`config.mk`:
```
export PLATFORM = sky130hd
export DESIGN_NAME = mem_port_arbiter
export DESIGN_NICKNAME = d
export VERILOG_FILES = /design/src/rtl/mem_port_arbiter.sv
export SDC_FILE = /design/constraint.sdc
export NUM_CORES = 1
export LEC_CHECK = 0
export ABC_CLOCK_PERIOD_IN_PS = 3900
export BUFFER_PORTS_ARGS = -buffer_cell sky130_fd_sc_hd__buf_2
export CAP_MARGIN = 20
export CORE_MARGIN = 2
export CORE_UTILIZATION = 23
export DETAILED_ROUTE_END_ITERATION = 6
export PLACE_DENSITY = 0.54
export SYNTH_ARGS = -nofsm -noshare
export SYNTH_HDL_FRONTEND = slang
export SYNTH_SLANG_ARGS = --single-unit
```
`constraint.sdc`:
```
create_clock -name clk -period 3.9 [get_ports clk]
set_input_delay 1.17 -clock clk [delete_from_list [all_inputs] [get_ports clk]]
set_output_delay 1.17 -clock clk [all_outputs]
set_load 0.01 [all_outputs]
```
`src/rtl/mem_port_arbiter.sv`:
```
// Arbitrates the shared instruction/data memory port between fetch bursts and load/store accesses.
// Define ARB_PERF_EN to add saturating grant/conflict performance counters.
module mem_port_arbiter #(
  parameter int N       = 64,
  parameter int BEATS   = 8,
  parameter int TIMEOUT = 15
) (
  input  logic         clk,
  input  logic         reset,
  input  logic         i_req,
  input  logic [31:0]  i_adr,
  output logic [31:0]  i_data,
  output logic         i_valid,
  output logic         i_done,
  input  logic         d_req,
  input  logic [N-1:0] d_adr,
  input  logic [1:0]   d_memwrite,
  input  logic [N-1:0] d_wdata,
  output logic [N-1:0] d_rdata,
  output logic         d_done,
  output logic         d_stall,
  output logic         err,
  output logic         m_instrreq,
  output logic [31:0]  m_instradr,
  input  logic [31:0]  m_instr,
  input  logic         m_val,
  output logic         m_datareq,
  output logic [N-1:0] m_dataadr,
  output logic [1:0]   m_memwrite,
  output logic [N-1:0] m_writedata,
  input  logic [N-1:0] m_readdata,
  input  logic         m_dack
`ifdef ARB_PERF_EN
  ,
  output logic [31:0]  perf_igrant,
  output logic [31:0]  perf_dgrant,
  output logic [31:0]  perf_conflict
`endif
);

  localparam int BW = $clog2(BEATS) + 1;
  localparam int WW = $clog2(TIMEOUT + 1);
  localparam logic [BW-1:0] LAST_BEAT = BW'(BEATS - 1);
  localparam logic [WW-1:0] WDOG_MAX  = WW'(TIMEOUT - 1);

  typedef enum logic [1:0] {IDLE, IGNT, DRD, DWR} state_t;

  state_t        state;
  logic [BW-1:0] beat;
  logic [WW-1:0] wdog;
  logic          last_owner_i;
  logic          i_pend;
  logic          d_pend;
  logic          grant_i;
  logic          grant_d;

  // A requester still sees its own done pulse in the first IDLE cycle, so mask it out
  // to keep a just-finished requester from being regranted before it can drop req.
  assign i_pend  = i_req & ~i_done;
  assign d_pend  = d_req & ~d_done;
  assign d_stall = d_req & ~d_done;
  assign grant_i = (state == IDLE) && i_pend && (!d_pend || !last_owner_i);
  assign grant_d = (state == IDLE) && d_pend && !grant_i;

  always_ff @(posedge clk) begin
    if (!reset) begin
      state        <= IDLE;
      beat         <= '0;
      wdog         <= '0;
      last_owner_i <= 1'b0;
      i_data       <= '0;
      i_valid      <= 1'b0;
      i_done       <= 1'b0;
      d_rdata      <= '0;
      d_done       <= 1'b0;
      err          <= 1'b0;
      m_instrreq   <= 1'b0;
      m_instradr   <= '0;
      m_datareq    <= 1'b0;
      m_dataadr    <= '0;
      m_memwrite   <= '0;
      m_writedata  <= '0;
    end else begin
      i_valid <= 1'b0;
      i_done  <= 1'b0;
      d_done  <= 1'b0;
      err     <= 1'b0;
      case (state)
        IDLE: begin
          beat <= '0;
          wdog <= '0;
          if (grant_i) begin
            state      <= IGNT;
            m_instrreq <= 1'b1;
            m_instradr <= i_adr;
          end else if (grant_d) begin
            m_dataadr   <= d_adr;
            m_writedata <= d_wdata;
            if (d_memwrite != 2'd0) begin
              state      <= DWR;
              m_memwrite <= d_memwrite;
            end else begin
              state     <= DRD;
              m_datareq <= 1'b1;
            end
          end
        end
        IGNT: begin
          if (m_val) begin
            i_data  <= m_instr;
            i_valid <= 1'b1;
            wdog    <= '0;
            beat    <= beat + 1'b1;
            if (beat == LAST_BEAT) begin
              i_done       <= 1'b1;
              m_instrreq   <= 1'b0;
              last_owner_i <= 1'b1;
              state        <= IDLE;
            end
          end else if (wdog == WDOG_MAX) begin
            i_done       <= 1'b1;
            err          <= 1'b1;
            m_instrreq   <= 1'b0;
            last_owner_i <= 1'b1;
            state        <= IDLE;
          end else begin
            wdog <= wdog + 1'b1;
          end
        end
        DRD: begin
          if (m_dack) begin
            d_rdata      <= m_readdata;
            d_done       <= 1'b1;
            m_datareq    <= 1'b0;
            last_owner_i <= 1'b0;
            state        <= IDLE;
          end else if (wdog == WDOG_MAX) begin
            d_done       <= 1'b1;
            err          <= 1'b1;
            m_datareq    <= 1'b0;
            last_owner_i <= 1'b0;
            state        <= IDLE;
          end else begin
            wdog <= wdog + 1'b1;
          end
        end
        DWR: begin
          m_memwrite   <= 2'd0;
          d_done       <= 1'b1;
          last_owner_i <= 1'b0;
          state        <= IDLE;
        end
        default: state <= IDLE;
      endcase
    end
  end

`ifdef ARB_PERF_EN
  // Counters stick at all-ones rather than wrapping.
  always_ff @(posedge clk) begin
    if (!reset) begin
      perf_igrant   <= '0;
      perf_dgrant   <= '0;
      perf_conflict <= '0;
    end else begin
      if (grant_i && perf_igrant != 32'hFFFF_FFFF)
        perf_igrant <= perf_igrant + 32'd1;
      if (grant_d && perf_dgrant != 32'hFFFF_FFFF)
        perf_dgrant <= perf_dgrant + 32'd1;
      if (state == IDLE && i_pend && d_pend && perf_conflict != 32'hFFFF_FFFF)
        perf_conflict <= perf_conflict + 32'd1;
    end
  end
`endif

endmodule

```
==> flow_metrics.tcl, run 1 <==
set metrics [dict create \
    status "completed" \
    cts_resized 0 \
    instances_no_fill 2344 \
    globalRouteTotalUtil_pct 14.34 \
    port_buffers 528 \
    grt_pass1_wl_um 51060 \
    diodes 0 \
    p_leak_nw 6.430 \
    path_class "primary input to output pin" \
    yosys_warnings 0 \
    ys.flop_type "dfxtp_1" \
    synth-seq-cells 275 \
    post-route-period-util_pct 73.23 \
    wl_per_cell_um 14.63 \
    async_reset_ff_share_pct 0 \
    place_inst 2285 \
    coreArea_mm2 0.04289 \
    yosysTopAreaCellShare_pct 55.24 \
    rsz0062_at_grt "no" \
    max_freq_mhz 350.1 \
    crit_required_ns 2.73 \
    cp-end-kind "output pin" \
    cts_tree "done" \
    synth_common_cells "nand2_1, dfxtp_1, a21oi_1, clkbuf_1, buf_6" \
    wl_um 34290 \
    critPathSlowestCell "buf_2" \
    dp_hpwl_um 24660 \
    critPathLaunchType "primary input" \
    gp_congestion 0.7929 \
    timing.critical_path.cells "buf_2 -> nand2b_1 -> inv_1 -> buf_2" \
    cts_setup_buffers 0 \
    antenna_left 0 \
    fin_crit_ns 2.856 \
    crit_top_cell "buf_2" \
    clock_skew_ns 0.01188 \
    routed_via_density 4.284 \
    grt_overflow 0 \
    std_cell_rows 76 \
    timing.final.ws_setup_ns 1.044 \
    ys_seq_area_share_pct 55.24 \
    fp.dieW_um 212.2 \
    clk_path_buf_depth 3 \
    path_max_fanout 4 \
    dpl_worst_slack_ns 0.9793 \
    hold_class "flip-flop to flip-flop" \
    nFillCells 4608 \
    drive_gt1_share_pct 34.68 \
    fin_hold_ws_ns 0.4482 \
    yosysUniqueCellTypes 42 \
    worstMarginPinSlew_ns 1.077 \
    power.density_mw_per_mm2 616.1 \
    fp.dieArea_mm2 0.04501 \
    floorplan.initialDensity_pct 23.24 \
    final_hold_viol_count 0 \
    num_vias 10040 \
    slowest_delay_ns 0.17 \
    syn-instance-count 1243 \
    root_buffer "clkbuf_16" \
    antenna_found_initial 0 \
    io_pins 529 \
    drc 0 \
    final_max_slew_viol_count 0 \
    yosysMostFrequentCell "nand2_1" \
    htreeDepth 2 \
    synth_area_per_cell_um2 8.018 \
    relSlewSlack_pct 28.19 \
    grt_max_degree 175 \
    clkSlewWorstSetupHoldPaths_ns 0.05 \
    synthTopCellsByArea "dfxtp_1, nand2_1, a21oi_1" \
    ir_drop_mv 0.2951 \
    synth-edff-count 0 \
    cts-buffers-inserted 34 \
    holdBufCountCts 0 \
    synth_top_cell_by_area "dfxtp_1" \
    first_pass_iters 6 \
    critPathArrivalTime_ns 1.69 \
    drt_iter0_drc 636 \
    fin_nets 2008 \
    clock_sinks 275 \
    syn_area_mm2 0.009966 \
    setup_viol 0 \
    insertion_delay_ns 0.52 \
    tns_ns 0 \
    die_h_um 212.2 \
    area_delta_synth_final_pct 42.41 \
    maxCapViolations 0 \
    grt_pass1_vias 9535 \
    syn-num-nets 1515 \
]
## cell usage in the layout, fill, tap and decap left out, types with 6 or more instances in the layout
| cell | instances |
|---|---|
| buf_2 | 528 |
| nand2_1 | 519 |
| dfxtp_1 | 275 |
| a21oi_1 | 268 |
| clkbuf_16 | 35 |
| buf_4 | 14 |
| inv_1 | 9 |
| o21ai_0 | 9 |
| ha_1 | 8 |
| clkbuf_8 | 8 |
| nor2_1 | 7 |
| clkbuf_1 | 7 |
| nand2b_1 | 6 |
## critical path: cells and delay by family
kind,cells,cell delay [ns]
buffers and inverters,3,0.43
AND/OR/NAND/NOR,1,0.08
## state kept, by name, indices dropped and copies added (netlist names), 2 cells and up
name and cells:
d_rdata 64, m_dataadr 64, m_writedata 64, i_data 32, m_instradr 32, beat 4, wdog 4, m_memwrite 2
state 2
## per-layer routing
metal	part of all wire, %	vias up	track usage [%]
met5	0	-	0
met4	2.7	0	5.610
li1	-	5028	-
met2	47	365	23.99
met3	9.2	56	4.948
met1	41	4592	16.81
## power breakdown
part           internal, W  switching (W)
combinational     0.000754        0.00132
sequential         0.00320       0.000195
clock              0.00206        0.00122
total              0.00602        0.00273
## through the flow
stage                     cell area, um2  util [%]  power (W)
after floorplan                     9966         -   0.004765
after CTS                          14190     33.09   0.008910
after detailed placement           13030     30.37   0.005560
after global placement             13030     30.37   0.005526
after global routing               14190     33.09   0.009272
final                              14190     33.09   0.008744
## layout make-up
| type | instances | area, um2 | share of cell area [%] |
|---|---|---|---|
| clock buffer | 50 | 1012 | 7.132 |
| sequential | 275 | 5505 | 38.79 |
| multi-input combinational | 868 | 3895 | 27.44 |
| clock inverter | 9 | 155.1 | 1.093 |
| timing repair buffer | 547 | 2848 | 20.07 |
| tap | 585 | 732.0 | 5.157 |
| inverter | 10 | 45.04 | 0.3174 |
## path summary, 6_finish.rpt
path                            slack (ns)  cells past startpoint             to   startpoint
worst max-delay path                  1.04                      4        d_stall        d_req
worst min-delay path                  0.45                      2    d_rdata[32]  d_rdata[32]
worst max register to register        1.32                      6  m_dataadr[63]     state[0]
worst min register to register        0.45                      2    d_rdata[32]  d_rdata[32]
## kinds of logic after synthesis
logic type | share of synthesized area (%)
muxes | 0.3013
AOI/OAI and AO/OA | 15.40
and+or+nand+nor | 22.10
adders and majority gates | 1.004
buffers and inverters | 5.951
DFF | 55.24
(Power assumes the default switching activity.)
==> run 2: changes to the inputs <==
--- a/config.mk
+++ b/config.mk
@@ -5,13 +5,13 @@
 export SDC_FILE = /design/constraint.sdc
 export NUM_CORES = 1
 export LEC_CHECK = 0
-export ABC_CLOCK_PERIOD_IN_PS = 3900
+export ABC_CLOCK_PERIOD_IN_PS = 2500
 export BUFFER_PORTS_ARGS = -buffer_cell sky130_fd_sc_hd__buf_2
 export CAP_MARGIN = 20
 export CORE_MARGIN = 2
 export CORE_UTILIZATION = 23
 export DETAILED_ROUTE_END_ITERATION = 6
-export PLACE_DENSITY = 0.54
+export PLACE_DENSITY = 0.55
 export SYNTH_ARGS = -nofsm -noshare
 export SYNTH_HDL_FRONTEND = slang
 export SYNTH_SLANG_ARGS = --single-unit
==> constraint.sdc (replaced) <==
create_clock -name clk -period 2.5 [get_ports clk]
set_input_delay 0.75 -clock clk [delete_from_list [all_inputs] [get_ports clk]]
set_output_delay 0.75 -clock clk [all_outputs]
set_load 0.01 [all_outputs]
==> run 2 against run 1 <==
  * Die area unchanged
  * Combinational power rose by 61%
  * Critical path depth fell by 1
  * Flip-flop and latch count is the same
  * Register-to-register slack got worse by 0.87 ns
  * Largest power group unchanged
==> flow_metrics.tcl, run 2 (synthesized netlist as in run 1, its figures left out) <==
set metrics [dict create \
    clkSlewWorstSetupHoldPaths_ns 0.05 \
    holdBufCountCts 0 \
    port_buffers 528 \
    globalRouteTotalUtil_pct 14.39 \
    fin_crit_ns 2.141 \
    wl_met1_um 14360 \
    cts-buffers-inserted 35 \
    cts_setup_buffers 0 \
    p_leak_nw 6.521 \
    grt_max_degree 65 \
    top_layer "met5" \
    grt_pass1_wl_um 51140 \
    multi_input_area_mm2 0.003895 \
    first_pass_iters 4 \
    clock_skew_ns 0.009970 \
    reg2regPathDepth 6 \
    antenna_found_initial 1 \
    setup_viol 0 \
    num_vias 10080 \
    maxCapViolations 0 \
    hold_class "flip-flop to flip-flop" \
    max_freq_mhz 467.0 \
    io_pins 529 \
    coreArea_mm2 0.04289 \
    final_common_cell "buf_2" \
    fin_nets 2021 \
    grt_pass1_vias 9511 \
    critPathLaunchType "flip-flop" \
    post-route-period-util_pct 85.66 \
    fin_area_mm2 0.01438 \
    report.power.total_w 0.01389 \
    antenna_left 0 \
    postPlaceCellArea_mm2 0.01317 \
    path_max_fanout 4 \
    final_max_slew_viol_count 0 \
    root_buffer "clkbuf_16" \
    grt_overflow 0 \
    tns_ns 0 \
    die_h_um 212.2 \
    cts_resized 0 \
    dp_hpwl_um 25970 \
    ir_drop_mv 0.5720 \
    cts_tree "done" \
    fp.dieArea_mm2 0.04501 \
    hold_depth 2 \
    wl_um 34660 \
    critPathArrivalTime_ns 1.39 \
    clock_sinks 275 \
    cp-end-kind "output pin" \
    path_class "flip-flop to output pin" \
    clk_path_buf_depth 3 \
    insertion_delay_ns 0.51 \
    largest_registers "d_rdata (64), m_dataadr (64), m_writedata (64)" \
    wl_per_cell_um 14.71 \
    worstMarginPinSlew_ns 0.6918 \
    routed_via_density 4.280 \
    layout_common_cells "buf_2, nand2_1, dfxtp_1" \
    drive_gt1_share_pct 35.14 \
    dr_wl_met3_um 2989 \
    min_from "m_dataadr[11]" \
    reg2reg_from "state[0]" \
    gp_congestion 0.8340 \
    floorplan.initialDensity_pct 23.24 \
    crit_path_start "d_done" \
    area_delta_synth_final_pct 44.24 \
    nFillCells 4607 \
    htreeDepth 2 \
    register_area_mm2 0.005505 \
    route.met2.wl_um 16190 \
    drc 0 \
    power.density_mw_per_mm2 966.4 \
    crit_required_ns 1.75 \
    rsz0062_at_grt "no" \
    final_hold_viol_count 0 \
    drt_iter0_drc 593 \
    fp.dieW_um 212.2 \
    status "completed" \
    relSlewSlack_pct 53.88 \
    std_cell_rows 76 \
]
[run 2: cell types whose count changed in the layout (fill, tap and decap cells not counted), sizes merged]
cell    previous run  this run
clkinv             2         3
bufinv             4         5
clkbuf            50        49
inv               12        10
buf              547       559
diode              0         1
[run 2: report_power, final]
group	switching (W)	internal [W]
registers	0.000302	0.00499
logic	0.00209	0.00126
clock network	0.00188	0.00337
[run 2: critical path: stages, from the launching register on]
cell and delay, ns:
dfxtp_1 0.32, nand2b_1 0.17, inv_1 0.16, buf_2 0.23
[run 2: worst paths after layout]
| kind | endpoint | slack, ns |
|---|---|---|
| worst min register to register | m_dataadr[11] | 0.45 |
| worst min-delay path | m_dataadr[11] | 0.45 |
| worst max register to register | m_dataadr[10] | 0.45 |
| worst max-delay path | d_stall | 0.36 |
[run 2: area by class of cell]
class / count / share of cell area (%)
well taps: 585 / 5.092
multi-input cells: 868 / 27.10
clock inverters: 9 / 1.227
flip-flops and latches: 275 / 38.30
repair buffers: 559 / 20.79
diodes: 1 / 0.01741
inverters: 10 / 0.3133
clock buffers: 49 / 7.172
[run 2: metal layers]
layer / vias to the layer above / GRT usage, %
met4: 2 / 5.828
met1: 4597 / 16.77
li1: 5047 / -
met2: 369 / 23.87
met5: - / 0
met3: 69 / 5.258
[run 2: per-stage QoR]
stage / setup slack [ns] / cells / utilization, % / hold WS [ns]
2_1_floorplan: 0.6505 / 1243 / - / 0.4653
3_5_place_dp: 0.2398 / 2297 / 30.70 / 0.4430
6_report: 0.3586 / 2356 / 33.52 / 0.4492
3_3_place_gp: 0.2712 / 2297 / 30.70 / 0.4393
5_1_grt: 0.2772 / 2355 / 33.51 / 0.4325
4_1_cts: 0.3237 / 2355 / 33.51 / 0.4211
